File: config.mk
export PLATFORM = sky130hd
export DESIGN_NAME = ram_arbiter
export DESIGN_NICKNAME = d
export VERILOG_FILES = /design/src/rtl/ram_arbiter.sv
export SDC_FILE = /design/constraint.sdc
export NUM_CORES = 1
export LEC_CHECK = 0
export CORE_MARGIN = 2
export CORE_UTILIZATION = 44
export CTS_CLUSTER_SIZE = 14
export DETAILED_ROUTE_END_ITERATION = 12
export PLACE_DENSITY = 0.85
export SYNTH_ARGS = -nofsm -noshare
export SYNTH_HDL_FRONTEND = slang
export SYNTH_SLANG_ARGS = --single-unit
File: constraint.sdc
create_clock -name clk -period 4.3 [get_ports clk]
set_clock_uncertainty 0.15 [all_clocks]
set_input_delay 1.075 -clock clk [delete_from_list [all_inputs] [get_ports clk]]
set_output_delay 1.075 -clock clk [all_outputs]
set_load 0.005 [all_outputs]
File: src/rtl/ram_arbiter.sv
// Two-port arbiter for one single-port sync RAM; round-robin, or fixed A-priority with RAM_ARB_FIXED_PRIO_EN.
// Latency: grant is combinational with req; read data returns 2 cycles after the grant, one response per cycle.
// Backpressure: a requester holds req and its inputs until gnt; the response path cannot be stalled.
module ram_arbiter #(
    parameter int AW = 10,
    parameter int DW = 10
) (
    input  logic          clk,
    input  logic          rst_n,
    input  logic          a_req,
    input  logic          a_we,
    input  logic [AW-1:0] a_addr,
    input  logic [DW-1:0] a_wdata,
    output logic          a_gnt,
    output logic          a_rvalid,
    output logic [DW-1:0] a_rdata,
    input  logic          b_req,
    input  logic          b_we,
    input  logic [AW-1:0] b_addr,
    input  logic [DW-1:0] b_wdata,
    output logic          b_gnt,
    output logic          b_rvalid,
    output logic [DW-1:0] b_rdata,
    output logic          ram_we,
    output logic [AW-1:0] ram_addr,
    output logic [DW-1:0] ram_wdata,
    input  logic [DW-1:0] ram_rdata
);
    localparam logic PORT_A = 1'b0;
    localparam logic PORT_B = 1'b1;

    logic          gnt_a, gnt_b, any_gnt;
    logic [AW-1:0] addr_q;
    logic [DW-1:0] wdata_q;
    logic          s1_vld_q, s1_vld_d;
    logic          s1_port_q, s1_port_d;
    logic          a_rvalid_q, b_rvalid_q;
    logic [DW-1:0] a_rdata_q, b_rdata_q;

`ifdef RAM_ARB_FIXED_PRIO_EN
    assign gnt_a = rst_n & a_req;
    assign gnt_b = rst_n & b_req & ~a_req;
`else
    logic last_grant_q, last_grant_d;

    // On contention the port that did not win last time gets the slot.
    assign gnt_a = rst_n & a_req & (~b_req | (last_grant_q == PORT_B));
    assign gnt_b = rst_n & b_req & ~gnt_a;
    assign last_grant_d = gnt_b ? PORT_B : PORT_A;

    always_ff @(posedge clk or negedge rst_n) begin
        if (!rst_n) begin
            last_grant_q <= PORT_B;
        end else if (any_gnt) begin
            last_grant_q <= last_grant_d;
        end
    end
`endif

    assign any_gnt = gnt_a | gnt_b;
    assign a_gnt   = gnt_a;
    assign b_gnt   = gnt_b;

    // Idle cycles re-present the last granted address with we=0.
    assign ram_we    = gnt_a ? a_we    : (gnt_b ? b_we    : 1'b0);
    assign ram_addr  = gnt_a ? a_addr  : (gnt_b ? b_addr  : addr_q);
    assign ram_wdata = gnt_a ? a_wdata : (gnt_b ? b_wdata : wdata_q);

    assign s1_vld_d  = any_gnt & ~ram_we;
    assign s1_port_d = gnt_b ? PORT_B : PORT_A;

    always_ff @(posedge clk or negedge rst_n) begin
        if (!rst_n) begin
            addr_q     <= '0;
            wdata_q    <= '0;
            s1_vld_q   <= 1'b0;
            s1_port_q  <= PORT_A;
            a_rvalid_q <= 1'b0;
            b_rvalid_q <= 1'b0;
            a_rdata_q  <= '0;
            b_rdata_q  <= '0;
        end else begin
            if (any_gnt) begin
                addr_q  <= ram_addr;
                wdata_q <= ram_wdata;
            end
            s1_vld_q   <= s1_vld_d;
            s1_port_q  <= s1_port_d;
            a_rvalid_q <= s1_vld_q & (s1_port_q == PORT_A);
            b_rvalid_q <= s1_vld_q & (s1_port_q == PORT_B);
            // ram_rdata is valid in the cycle after the read grant; capture it then.
            if (s1_vld_q && s1_port_q == PORT_A) begin
                a_rdata_q <= ram_rdata;
            end
            if (s1_vld_q && s1_port_q == PORT_B) begin
                b_rdata_q <= ram_rdata;
            end
        end
    end

    assign a_rvalid = a_rvalid_q;
    assign b_rvalid = b_rvalid_q;
    assign a_rdata  = a_rdata_q;
    assign b_rdata  = b_rdata_q;
endmodule

Word-level counts from Yosys, hierarchy flattened --
Cells that the tools add are included.
Cells by class: multiplexer cells 7, bitwise operators 13, reductions and logical operators 2
Operators with widths (count):
- 10-bit two-way mux | 4
- 1-bit AND | 7
- 1-bit inverter | 4
- 1-bit two-way mux | 3
- 1-bit logical AND | 2
- 1-bit OR | 2
Word-level totals: flip-flop bits (word level) 45, output and inout port bits 45, logic and storage cells 31

Logic depth before layout (Yosys ltp) --
depth after elaboration 9, mapped depth 4

Worst setup path after synthesis --
Ideal clock, no wire load.
path kind input to output, start point in b_req, end point out ram_wdata[0], arrival 1.694 ns, slack 1.381 ns, cell stages on the path 4, cell sequence nand2_1 -> a21oi_4 -> buf_4 -> a221o_1
On the way: longest elaborated chain between the ends 7, elaborated cells on any way between the ends 8
Ends and longest elaborated chain:
- from (decl) | RTL line 17 | input logic b_req,
- 1-bit inverter | RTL line 47 | assign gnt_a = rst_n & a_req & (~b_req | (last_grant_q == PORT_B));
- 1-bit OR | RTL line 47
- 1-bit AND | RTL line 47
- 1-bit inverter | RTL line 48 | assign gnt_b = rst_n & b_req & ~gnt_a;
- 1-bit AND (*) | RTL line 48
- via b_gnt | RTL line 21 | output logic b_gnt,
- 10-bit two-way mux (*) (2 in a row) | RTL line 67 | assign ram_wdata = gnt_a ? a_wdata : (gnt_b ? b_wdata : wdata_q);
- to (decl) | RTL line 26 | output logic [DW-1:0] ram_wdata,
Mark *: on every way through the listed nets, which the timed path passes. The rest lies on a longest branch.

Worst setup path in the final report --
start point in b_req, end point out ram_addr[4]
On the way: longest elaborated chain between the ends 7, elaborated cells on any way between the ends 8
Ends and longest elaborated chain:
- 1-bit inverter | RTL line 47
- 1-bit OR | RTL line 47
- 1-bit AND | RTL line 47
- 1-bit inverter | RTL line 48
- 1-bit AND | RTL line 48
- 10-bit two-way mux | RTL line 66 | assign ram_addr = gnt_a ? a_addr : (gnt_b ? b_addr : addr_q);
- 10-bit two-way mux (*) | RTL line 66
- to (decl) | RTL line 25 | output logic [AW-1:0] ram_addr,
Every way passes the cells marked *; elsewhere a longest branch is shown, timed or not.

==> out/results.tsv <==
stage	metric	value	unit
outcome	outcome	finished clean	
global_route	grt_max_degree	45	
route	vias_per_cell	5.542	
sta	timing.fmax	241.0	MHz
cts	cts_tree	built	
power	p_int	0.9162	mW
job	drv_cap	0	
global_route	grt_pass1_wl	7886	µm
power	peakVddDrop	0.1553	mV
route	finalWirelength	4973	µm
synth	synthXorXnorAreaFrac	0	%
finish	diodes	0	
global_route	first_global_vias	1661	
route	vias	1707	
cts	clkSlewWorstSetupHoldPaths	80	ps
sta	fin_crit	4150	ps
placed_design	port_buffers	100	
floorplan	placement_rows	25	
sta	whs	357.5	ps
synth	syn_nets	207	
power	switching_share	24.91	%
sta	setup_viol	0	
global_route	grt_use_total	18.97	%
synth	synth-simple-area-share	9.267	%
setup_path	required	3070	ps
placed_design	dp_hpwl	3579	µm
floorplan	die_area	5421	µm²
power	sequentialPowerShare	44.3	%
power	power.density	374.6	nW/µm²
sta	fin_ws	150.2	ps
synth	muxShareOfSynthArea	10.56	%
synth	yosys_warnings	0	
cts	cts_buffers	5	
route	ant_nets	0	
hold_path	hold_path_class	reg2reg	
route	drt_drc_violations_left	0	
floorplan	die_x	73.63	µm
cts	clock-sinks	45	
synth	syn_inst	151	
finish	seq_area	1127	µm²
cts	cts_setup_buffers	0	
placed_design	pre_cts_slack	-92.77	ps
synth	synth_top_family_by_area	compound AO/OA/AOI/OAI gates	
synth	synth_seq_cells	45	
synth	synth_cell_type_count	20	
sta	rsz0062_at_grt	no	
finish	final_cell_area	3257	µm²
sta	drv_slew	0	
route	drtIter0Drc	79	
power	power.clock.fraction	20.2	%
power	power.switching	0.3039	mW
floorplan	start_util	45.47	%
setup_path	startpoint_type	input port	
sta	relSlewSlack	61.79	%
global_route	antenna_found_initial	0	
finish	nets	309	
power	p_leak	1.369	nW
global_route	grt-ovfl-total	0	
synth	synth-compound-area-share	21.76	%
cts	cts.path.max_buffers	2	
synth	synth_fa_ha_area_share	0	%
power	comb_power_share	35.5	%
sta	setup_tns	0	ps
synth	yosysSeqAreaShare	52.84	%
finish	fill_cells	352	
cts	worstSkewPairLatency	290	ps
sta	worstMarginPinSlew	571.0	ps
cts	htree_num_levels	2	
placed_design	post_dp_cell_area	3167	µm²
route	wl_per_cell	16.15	µm
setup_path	critical_path_class	in2out	
floorplan	die_y	73.63	µm
cts	cts_root_buffer	clkbuf_8	
setup_path	path_max_fanout	44	
sta	final_hold_viol_count	0	
route	drt-pass1-iter-count	4	
setup_path	cp-end-kind	output port	
sta	period_share	96.51	%
finish	drive_above_1_share	22.44	%
finish	synthToLayoutAreaGrowth	52.67	%
power	finalPower	1.220	mW
synth	syn_area	2133	µm²
placed_design	gp_congestion	0.7413	
floorplan	io-pin-count	101	
synth	synth_area_per_cell	14.13	µm²
finish	multiInputGateArea	894.6	µm²
floorplan	coreArea	4692	µm²
setup_path	cp.arrival	2920	ps
path summary, 6_finish.rpt:
path	startpoint	to	slack, ps	cells past startpoint
setup / recovery	b_req	ram_addr[4]	150	7
hold / removal	b_rdata[3]	b_rdata[3]	360	1
setup reg to reg	last_grant_q	addr_q[3]	2750	5
hold reg to reg	b_rdata[3]	b_rdata[3]	360	1
max in group asynchronous	rst_n	addr_q[9]	2790	2
min in group asynchronous	rst_n	last_grant_q	640	1
synth_stat cells, drive strengths merged:
master | number | area (µm²)
a221o | 40 | 400.4
mux2 | 20 | 225.2
dfrtp | 44 | 1101
a221oi | 1 | 8.760
and2 | 20 | 173.9
nand2 | 4 | 17.52
a22o | 1 | 8.760
dfstp | 1 | 26.28
a21oi | 2 | 32.53
buf | 12 | 107.6
nand2b | 1 | 6.260
o21ai | 2 | 13.76
inv | 3 | 11.26
repair_timing:
item | CTS | global route
endpoints found under the setup margin | 20 | 0
hold buffers | 0 | 0
resized for setup | 1 | 0
kinds of logic after synthesis:
kind of cell	count (synthesis)
muxes	20
AOI/OAI and AO/OA	46
buffers and inverters	15
DFF	45
and+or+nand+nor	25
area by class of cell:
class / count / area share [%]
clock inverter: 2 / 0.3073
tap: 54 / 2.075
clock buffer: 6 / 2.228
multi-input combinational: 91 / 27.47
inverter: 3 / 0.3458
sequential: 45 / 34.61
timing repair buffer: 107 / 32.96
routing by layer:
layer | vias up | wire, µm | global-route usage [%]
li1 | 800 | - | -
met1 | 841 | 2107 | 24.05
met2 | 64 | 2529 | 32.44
met3 | 2 | 316 | 4.664
met4 | 0 | 19 | 4.848
met5 | - | 0 | 0
metrics by stage:
| step | instances | util, % |
|---|---|---|
| finish | 308 | 69.41 |
| global placement | 300 | 67.49 |
| global route | 308 | 69.41 |
| floorplan | 151 | - |
| CTS | 308 | 69.41 |
| detailed placement | 300 | 67.49 |
state kept, by name, summed over array words and instances (netlist names):
| name | count |
|---|---|
| a_rdata | 10 |
| addr_q | 10 |
| b_rdata | 10 |
| wdata_q | 10 |
| a_rvalid | 1 |
| b_rvalid | 1 |
| last_grant_q | 1 |
| s1_port_q | 1 |
| s1_vld_q | 1 |
power by group through the flow:
stage	Sequential [mW]	Clock [mW]	Combinational (mW)
after floorplan	0.550	0	0.178
after global placement	0.546	0	0.425
after detailed placement	0.549	0	0.435
after CTS	0.541	0.253	0.438
after global routing	0.549	0.270	0.468
final	0.540	0.247	0.433
cell usage in the layout, fill, tap and decap left out, drive strengths merged:
cell           count
a21oi              2
a221o             40
a221oi             1
a22o               1
and2              20
buf                8
clkbuf             6
clkdlybuf4s50     99
clkinv             2
dfrtp             44
dfstp              1
inv                3
mux2              20
nand2              4
nand2b             1
o21ai              2
worst max-delay path, cell delays in order:
cell             delay, ps
clkdlybuf4s50_1        530
buf_4                  150
nand2_1                 90
a21oi_4                150
buf_12                 220
a221o_1                180
clkdlybuf4s50_1        510
(Power assumes the default switching activity.)
